### config.mk
export PLATFORM = sky130hd
export DESIGN_NAME = i2s_audio_tx
export DESIGN_NICKNAME = d
export VERILOG_FILES = /design/src/rtl/i2s_audio_tx.sv
export SDC_FILE = /design/constraint.sdc
export NUM_CORES = 1
export LEC_CHECK = 0
export ABC_AREA = 1
export BUFFER_PORTS_ARGS = -buffer_cell sky130_fd_sc_hd__buf_2
export CAP_MARGIN = 20
export CORE_ASPECT_RATIO = 0.9
export CORE_MARGIN = 4
export CORE_UTILIZATION = 43
export CTS_CLUSTER_SIZE = 14
export DETAILED_ROUTE_END_ITERATION = 7
export PLACE_DENSITY = 0.64
export RECOVER_POWER = 50
export SETUP_SLACK_MARGIN = 0.05
export SYNTH_ARGS = -nofsm -noshare
export SYNTH_HDL_FRONTEND = slang
export SYNTH_SLANG_ARGS = --single-unit
### constraint.sdc
create_clock -name AUDIO_CLK -period 2.3 [get_ports AUDIO_CLK]
set_input_delay 0.23 -clock AUDIO_CLK [delete_from_list [all_inputs] [get_ports AUDIO_CLK]]
set_output_delay 0.23 -clock AUDIO_CLK [all_outputs]
set_load 0.01 [all_outputs]
### src/rtl/i2s_audio_tx.sv
// Stereo I2S transmitter: captures sample pairs on the engine frame strobe into a
// one-deep pending buffer and serialises them MSB-first with the I2S one-bit delay.
module i2s_audio_tx #(
  parameter int DATA_W   = 24,
  parameter int SLOT_W   = 32,
  parameter int BCLK_DIV = 4
) (
  input  logic                     AUDIO_CLK,
  input  logic                     reset_reg_N,
  input  logic                     sample_strobe,
  input  logic signed [DATA_W-1:0] lsound_in,
  input  logic signed [DATA_W-1:0] rsound_in,
  input  logic                     clear_flags,
  output logic                     i2s_bclk,
  output logic                     i2s_lrck,
  output logic                     i2s_data,
  output logic                     frame_load,
  output logic                     underrun,
  output logic                     overrun
);

  localparam int FRAME_W = 2 * SLOT_W;
  localparam int DIV_W   = (BCLK_DIV > 1) ? $clog2(BCLK_DIV) : 1;
  localparam int BIT_W   = (FRAME_W > 1) ? $clog2(FRAME_W) : 1;

  localparam logic [DIV_W-1:0] DIV_LAST = DIV_W'(BCLK_DIV - 1);
  localparam logic [DIV_W-1:0] DIV_HALF = DIV_W'(BCLK_DIV / 2);
  localparam logic [DIV_W-1:0] DIV_ONE  = DIV_W'(1);
  localparam logic [BIT_W-1:0] BIT_LAST = BIT_W'(FRAME_W - 1);
  localparam logic [BIT_W-1:0] BIT_SLOT = BIT_W'(SLOT_W);
  localparam logic [BIT_W-1:0] BIT_ONE  = BIT_W'(1);

  // Left-align a sample in its slot; the unused low bits stay zero.
  function automatic logic [SLOT_W-1:0] to_slot(input logic [DATA_W-1:0] s);
    logic [SLOT_W-1:0] r;
    r = '0;
    r[SLOT_W-1 -: DATA_W] = s;
    return r;
  endfunction

  logic [DIV_W-1:0]  div_cnt;
  logic [BIT_W-1:0]  bit_cnt;
  logic [DATA_W-1:0] pend_l, pend_r;
  logic [DATA_W-1:0] tx_l, tx_r;
  logic              pending_valid;
  logic              armed;

  logic              fall;
  logic              load;
  logic [DIV_W-1:0]  div_nxt;
  logic [BIT_W-1:0]  bit_nxt;
  logic [BIT_W-1:0]  frame_idx;
  logic [DATA_W-1:0] tx_l_nxt, tx_r_nxt;
  logic [FRAME_W-1:0] frame_nxt;
  logic              data_nxt;
  logic              pv_nxt;
  logic              underrun_nxt;
  logic              overrun_nxt;

  // NOTE: every signal gets a default at the top of always_comb so no path
  // leaves it unassigned; that is what keeps this block free of latches.
  always_comb begin
    fall         = (div_cnt == DIV_LAST);
    load         = fall && (bit_cnt == '0);
    div_nxt      = fall ? '0 : div_cnt + DIV_ONE;
    bit_nxt      = bit_cnt;
    tx_l_nxt     = tx_l;
    tx_r_nxt     = tx_r;
    pv_nxt       = pending_valid;
    underrun_nxt = underrun;
    overrun_nxt  = overrun;

    if (fall) begin
      bit_nxt = (bit_cnt == BIT_LAST) ? '0 : bit_cnt + BIT_ONE;
    end

    // Load takes the pending pair first; with nothing pending a same-cycle
    // strobe is passed straight through, otherwise the old pair repeats.
    if (load) begin
      if (pending_valid) begin
        tx_l_nxt = pend_l;
        tx_r_nxt = pend_r;
      end else if (sample_strobe) begin
        tx_l_nxt = lsound_in;
        tx_r_nxt = rsound_in;
      end
    end

    if (sample_strobe) begin
      pv_nxt = pending_valid | ~load;
    end else if (load) begin
      pv_nxt = 1'b0;
    end

    // Clear is applied first so a same-cycle set overrides it.
    if (clear_flags) begin
      underrun_nxt = 1'b0;
      overrun_nxt  = 1'b0;
    end
    if (load && !pending_valid && !sample_strobe && armed) begin
      underrun_nxt = 1'b1;
    end
    if (sample_strobe && pending_valid && !load) begin
      overrun_nxt = 1'b1;
    end

    // One-bit delay: during bit_cnt = b the line carries frame bit b-1.
    frame_nxt = {to_slot(tx_l_nxt), to_slot(tx_r_nxt)};
    frame_idx = (bit_nxt == '0) ? BIT_LAST : bit_nxt - BIT_ONE;
    data_nxt  = frame_nxt[BIT_LAST - frame_idx];
  end

  // NOTE: sequential state uses non-blocking assignments only, so every
  // register samples the pre-edge values regardless of statement order.
  always_ff @(posedge AUDIO_CLK or negedge reset_reg_N) begin
    if (!reset_reg_N) begin
      div_cnt       <= '0;
      bit_cnt       <= '0;
      pend_l        <= '0;
      pend_r        <= '0;
      tx_l          <= '0;
      tx_r          <= '0;
      pending_valid <= 1'b0;
      armed         <= 1'b0;
      i2s_bclk      <= 1'b0;
      i2s_lrck      <= 1'b0;
      i2s_data      <= 1'b0;
      frame_load    <= 1'b0;
      underrun      <= 1'b0;
      overrun       <= 1'b0;
    end else begin
      div_cnt       <= div_nxt;
      bit_cnt       <= bit_nxt;
      tx_l          <= tx_l_nxt;
      tx_r          <= tx_r_nxt;
      pending_valid <= pv_nxt;
      armed         <= armed | sample_strobe;
      if (sample_strobe) begin
        pend_l <= lsound_in;
        pend_r <= rsound_in;
      end
      i2s_bclk      <= (div_nxt >= DIV_HALF);
      i2s_lrck      <= (bit_nxt >= BIT_SLOT);
      i2s_data      <= data_nxt;
      frame_load    <= load;
      underrun      <= underrun_nxt;
      overrun       <= overrun_nxt;
    end
  end

endmodule

==> results of run 1 <==
-- worst max path at each step --
stage | slack [ns] | to | cells past startpoint
2_1_floorplan | -0.02 | i2s_data | 20
3_3_place_gp | -0.07 | i2s_data | 19
3_5_place_dp | -0.18 | i2s_data | 19
4_1_cts | -0.13 | i2s_data | 19
5_1_grt | -0.38 | i2s_data | 19
6_report | -0.22 | i2s_data | 19
-- cell type report --
cell class              instances  area [um^2]
fillers                      1138         5680
flip-flops and latches        111         2780
multi-input cells             508         2370
repair buffers                 90          596
clock buffers                  12          267
well taps                     160          200
inverters                      30          115
clock inverters                 4         76.3
-- metal layers --
layer / vias to the layer above / wire, um / GRT usage [%]
met2: 118 / 5940 / 29.4
met1: 2136 / 6030 / 25.0
met3: 15 / 557 / 4.35
met5: - / 0 / 0
li1: 2314 / - / -
met4: 0 / 143 / 5.71
-- metrics by stage --
step	area (um^2)	std cells	setup TNS, ns	util (%)	setup WS [ns]
final	6400	915	-0.224	53.0	-0.224
after global routing	6400	915	-0.379	53.0	-0.379
after CTS	6290	913	-0.128	52.1	-0.128
after detailed placement	5920	894	-0.178	49.0	-0.178
after global placement	5920	894	-0.0691	49.0	-0.0691
after floorplan	5360	687	-0.0188	-	-0.0188
-- cell families after synthesis --
logic type	share of synthesized area, %
AND/OR/NAND/NOR	30.5
flip-flops	52.1
AO/OA/AOI/OAI	10.5
adder cells (fa/ha/maj)	1.17
buffers and inverters	5.77
-- what timing repair did --
action	CTS	global route
pin swaps	0	13
endpoints found under the hold margin	38	0
hold buffers	1	0
cloned	0	1
resized for setup	1	23
endpoints found under the setup margin	1	1
buffers inserted	2	1
-- flip-flops by register name (all words and copies together) (netlist names), 2 cells and up --
signal and cells:
pend_l 24, pend_r 24, tx_l 24, tx_r 24, bit_cnt 6, div_cnt 2
-- power by group through the flow --
stage	combinational, mW	sequential (mW)	clock (mW)
6_report	0.392	2.16	1.74
3_5_place_dp	0.393	2.19	0
2_1_floorplan	0.231	2.18	0
5_1_grt	0.458	2.17	1.85
3_3_place_gp	0.385	2.19	0
4_1_cts	0.398	2.16	1.79
-- worst max-delay path, cell delays in order, from the launching register on --
cell,delay [ns]
dfrtp_1,0.41
inv_2,0.09
ha_4,0.19
or2_1,0.20
o21a_1,0.13
inv_2,0.09
ha_4,0.12
inv_2,0.03
nor2_2,0.08
nand2_2,0.11
o21bai_4,0.26
clkbuf_16,0.20
nand2_1,0.06
nand3_1,0.10
nand3_2,0.08
nand3_2,0.08
nand2_1,0.05
nand2_1,0.05
nand2_1,0.05
nor2_1,0.09
-- cell usage in the layout (no fill, tap or decap), types with 2 or more instances in the layout --
master       n
o21ai_0     56
clkbuf_2     2
ha_2         2
nand3_2     15
dfrtp_1    111
inv_1       17
bufinv_16    2
buf_12       4
clkbuf_8     3
nor2_4       2
buf_2       49
nand2_1    311
clkbuf_16   10
o21ai_1     40
ha_4         2
nand3_1     48
nor2_1       9
clkinv_1     2
clkbuf_1     7
inv_2       10
nor2_2       4
buf_4       24
nand2_2      6
==> summary.txt, run 1 <==
Global route
  • Vias in the first global route: 4485
  • Largest net degree at the start of global routing: 75
  • Overall global routing resource usage: 18.4%
  • Congestion Overflow GR: 0
  • Antenna violations before repair: 0
  • Global-route wire length before repair: 21400 um

Job
  • Max_cap viols: 0

Synthesis
  • Top post-synthesis cells by area: dfrtp_1 (52%), nand2_1 (22%), nand3_1 (5.8%)
  • Synth warn: 0
  • Post-synth EDFFs: 0
  • Yosys top cell by area: dfrtp_1
  • Most used flip-flop cell after synthesis: dfrtp_1
  • Post-synthesis sequential area ratio: 52.1%
  • Unique masters post-synth: 30
  • Post-synthesis cell count: 687
  • Mapped Area: 0.00533 mm^2
  • Synthesized flop and latch total: 111
  • Syn avg cell area: 7.76 um^2
  • Area share of the largest cell type after synthesis: 52.1%
  • Post-synth net total: 744
  • Most frequent cell after synthesis: nand2_1
  • Async set-or-reset flop fraction in the synthesized netlist: 100%
  • Commonest cells in the netlist: nand2_1 (314), dfrtp_1 (111), nand3_1 (62)

Timing
  • Worst Tran Pin Value: 1.06 ns
  • Final Hold Vio Count: 0
  • Highest clock rate: 396 MHz
  • Final setup viols: 1
  • Fin crit share: 110%
  • Slew margin rel.: 29.4%
  • Fin crit period: 2.52 ns
  • Final max-slew violation count: 0
  • Final WS setup: -0.224 ns
  • Hold Slack: 0.0871 ns
  • RSZ-0062 raised after global routing: true
  • Skew final: 0.00519 ns

Worst setup path
  • Critical Path End Type: flip-flop
  • R2r worst-path depth: 19
  • R2r setup slk: -0.22 ns
  • WS Path Type: flip-flop to flip-flop
  • Worst path required time: 2.58 ns
  • Crit path max fanout: 8
  • Worst setup SP type: flip-flop
  • FF-to-FF Start: bit_cnt[0]
  • Crit path DAT: 2.81 ns
  • Worst setup startpoint: bit_cnt[0]
  • RR Endpoint: i2s_data

Drt
  • Antenna-violating nets left: 0
  • Post-DR wirelength/cell: 13.8 um
  • Vias/cell: 5.01
  • DR pass1 iterations: 5
  • DR iter-0 viols: 395
  • DRC viols: 0
  • Final wirelength: 12700 um
  • Vias after detailed routing: 4583

Place
  • Number of port buffers: 57
  • Gp weighted congestion: 0.872
  • Dpl hpwl: 8660 um

Worst hold path
  • Hold WC Path Type: input port to flip-flop
  • Hold_sp: clear_flags
  • Min-Delay Endpoint: overrun
  • Hold Path Depth: 2

Power
  • Clock group share of total power: 40.5%
  • P_leak: 3.17 nW
  • Tot Pwr: 4.29 mW
  • Comb power frac: 9.2%
  • Power density over the cells: 670 mW/mm^2
  • Flop pwr share: 50.4%
  • Pint: 3.29 mW
  • Net load switching power: 997 uW
  • Worst VDD drop: 482 uV
  • Switching Share: 23.3%

Clocking
  • Worst-Skew Late Latency: 0.35 ns
  • CTS tree: done
  • Clock sink count: 111
  • H-tree levels: 3
  • Inserted Clock Buffers: 9
  • Clock Path Buffers: 2
  • Clock-pin slew on the worst setup and hold paths: 0.07 ns
  • Root Driver: clkbuf_16

Floorplan
  • Die extent in x: 125 um
  • IO Pins: 58
  • Die span in y: 114 um
  • Die ar.: 0.0142 mm^2
  • Starting Density: 44.2%
  • Core area: 0.0121 mm^2
  • Row Count: 38

Status
  • Failing checks: setup timing
  • Outcome: finished, violations left

Finish
  • Nets: 807
  • Share of layout cells above drive strength 1: 19.5%
  • Layout area overhead: 20.0%
  • N_diodes: 0
Power figures use the tool's default switching activity.
==> run 2, diff against run 1 <==
--- a/config.mk
+++ b/config.mk
@@ -9,11 +9,10 @@
 export BUFFER_PORTS_ARGS = -buffer_cell sky130_fd_sc_hd__buf_2
 export CAP_MARGIN = 20
 export CORE_ASPECT_RATIO = 0.9
-export CORE_MARGIN = 4
-export CORE_UTILIZATION = 43
+export CORE_UTILIZATION = 45
 export CTS_CLUSTER_SIZE = 14
 export DETAILED_ROUTE_END_ITERATION = 7
-export PLACE_DENSITY = 0.64
+export PLACE_DENSITY = 0.66
 export RECOVER_POWER = 50
 export SETUP_SLACK_MARGIN = 0.05
 export SYNTH_ARGS = -nofsm -noshare
==> summary.txt, run 2 (synthesis gave the netlist of run 1 again) <==
Timing
  • Fin Setup TNS: -0.143 ns (+0.0807 ns)
  • Final Hold Vio Count: 0 (unchanged)
  • Final setup viols: 1 (unchanged)
  • Highest clock rate: 409 MHz (+3.3%)
  • Final WS setup: -0.143 ns (+0.0807 ns)
  • Slew margin rel.: 32.0% (+2.6 points)
  • Fin crit share: 106% (-3.5 points)
  • Worst Tran Pin Value: 1.02 ns (-0.0387 ns)
  • RSZ-0062 raised after global routing: true
  • Fin crit period: 2.44 ns (-0.0807 ns)
  • Hold Slack: 0.0941 ns (+0.00704 ns)
  • Skew final: 0.00768 ns (+0.00249 ns)
  • Final max-slew violation count: 0 (unchanged)

Worst setup path
  • R2r worst-path depth: 19 (unchanged)
  • RR Endpoint: i2s_data
  • Worst-path cell chain: inv_1 > ha_1 > or2_1 > o21a_1 > inv_2 > ha_4 > inv_2 > nor2_4 > nand2_4 > o21bai_4 > buf_12 > nand2_1 > nand3_1 > nand3_2 > nand3_1 > nand3_1 > nand2_1 > inv_1 > nor2_1
  • FF-to-FF Start: bit_cnt[0]
  • Worst path required time: 2.59 ns (about the same)
  • Crit path DAT: 2.73 ns (-0.08 ns)
  • Cell family with most CP delay: simple AND/OR/NAND/NOR gates
  • Buf/Inv on CP: 5 (+1)
  • Critical Path End Type: flip-flop
  • Crit path max fanout: 14 (+6)
  • CP peak stage delay: 0.38 ns (-0.03 ns)
  • WS Path Type: flip-flop to flip-flop
  • Cell mode on critical path: nand3_1
  • R2r setup slk: -0.14 ns (+0.08 ns)
  • Crit path depth: 19 (unchanged)
  • Worst setup SP type: flip-flop
  • CP max-delay cell: dfrtp_1

Finish
  • Final Util: 55.6% (+2.6 points)
  • Layout area overhead: 19.7%
  • Nets: 812 (+0.62%)
  • Most frequent cells in the layout: nand2_1 (310), dfrtp_1 (111), o21ai_0 (55), buf_2 (55), nand3_1 (53)
  • Commonest non-fill, non-tap cell in the layout: nand2_1
  • FILL cells: 1080 (-5.1%)
  • Share of layout cells above drive strength 1: 19.7% (+0.27 points)
  • N_diodes: 0 (unchanged)

Floorplan
  • IO Pins: 58 (unchanged)
  • Row Count: 37 (-2.6%)
  • Starting Density: 46.4% (+2.3 points)
  • Die span in y: 105 um (-7.4%)
  • Die extent in x: 117 um (-6.9%)
  • Die ar.: 0.0123 mm^2 (-14%)
  • Core area: 0.0115 mm^2 (-4.9%)

Clocking
  • Root Driver: clkbuf_16
  • Clock Path Buffers: 2 (unchanged)
  • Inserted Clock Buffers: 9 (unchanged)
  • H-tree levels: 3 (unchanged)
  • Clock-pin slew on the worst setup and hold paths: 0.07 ns (about the same)
  • CTS tree: done
  • Clock sink count: 111 (unchanged)
  • Worst-Skew Late Latency: 0.35 ns (about the same)

Global route
  • Antenna violations before repair: 0 (unchanged)
  • Vias in the first global route: 4577 (+2.1%)
  • Global-route wire length before repair: 21600 um (+0.71%)
  • Congestion Overflow GR: 0 (unchanged)
  • Largest net degree at the start of global routing: 55 (-27%)
  • Overall global routing resource usage: 22.2% (+3.9 points)

Worst hold path
  • Min-Delay Endpoint: overrun
  • Hold WC Path Type: input port to flip-flop
  • Hold_sp: clear_flags
  • Hold Path Depth: 2 (unchanged)

Status
  • Failing checks: setup timing
  • Outcome: finished, violations left

Drt
  • DRC viols: 0 (unchanged)
  • Final wirelength: 12400 um (-2.3%)
  • Antenna-violating nets left: 0 (unchanged)
  • Vias after detailed routing: 4565 (-0.39%)
  • DR pass1 iterations: 5 (unchanged)
  • DR iter-0 viols: 351 (-11%)
  • Vias/cell: 4.98 (-0.50%)
  • Post-DR wirelength/cell: 13.5 um (-2.4%)

Power
  • Power density over the cells: 636 mW/mm^2 (-5.0%)
  • Worst VDD drop: 483 uV (+0.24%)
  • P_leak: 3.23 nW (+1.9%)

Place
  • Dpl ws: -0.207 ns (-0.0286 ns)
  • Gp weighted congestion: 0.913 (+4.7%)
  • Number of port buffers: 57 (unchanged)
  • Dpl hpwl: 8650 um (-0.15%)

Job
  • Max_cap viols: 0 (unchanged)
==> run 2: per-layer routing <==
layer	routed length (um)	vias up	GRT usage [%]
li1	-	2320	-
met1	6080	2155	31.5
met2	5740	75	34.8
met3	390	15	4.77
met4	169	0	5.42
met5	0	-	0
==> run 2: worst max-delay path by stage <==
| stage | from | end |
|---|---|---|
| 4_1_cts | bit_cnt[1] | i2s_data |
| 5_1_grt | bit_cnt[1] | i2s_data |
| 3_3_place_gp | bit_cnt[0] | i2s_data |
| 3_5_place_dp | bit_cnt[0] | i2s_data |
| 2_1_floorplan | div_cnt[1] | i2s_data |
| 6_report | bit_cnt[0] | i2s_data |
==> run 2: metrics by stage <==
stage,area [um^2],power [mW],std cells
6_report,6380,4.06,916
4_1_cts,6340,4.10,915
2_1_floorplan,5360,2.41,687
3_5_place_dp,5970,2.59,894
5_1_grt,6380,4.25,916
3_3_place_gp,5970,2.57,894
==> run 2: power breakdown <==
| part | total, mW | switching (mW) | internal [mW] | leakage, nW |
|---|---|---|---|---|
| Clock | 1.50 | 0.704 | 0.800 | 0.143 |
| Sequential | 2.16 | 0.0592 | 2.10 | 1.35 |
| Combinational | 0.398 | 0.249 | 0.149 | 1.74 |
| Total | 4.06 | 1.01 | 3.05 | 3.23 |
==> run 2: area by class of cell <==
class	instances	area, um^2	area share (%)
timing repair buffer	95	672	10.5
sequential	111	2780	43.5
multi-input combinational	508	2340	36.6
clock inverter	4	27.5	0.431
clock buffer	12	256	4.02
inverter	30	115	1.80
tap	156	195	3.06
==> run 2: timing repair <==
item                       4_1_cts  5_1_grt
hold endpoints to repair        51        0
setup endpoints to repair        1        1
buffers inserted                 4        1
hold buffers                     1        0
pin swaps                        2        3
resized for setup                8       10
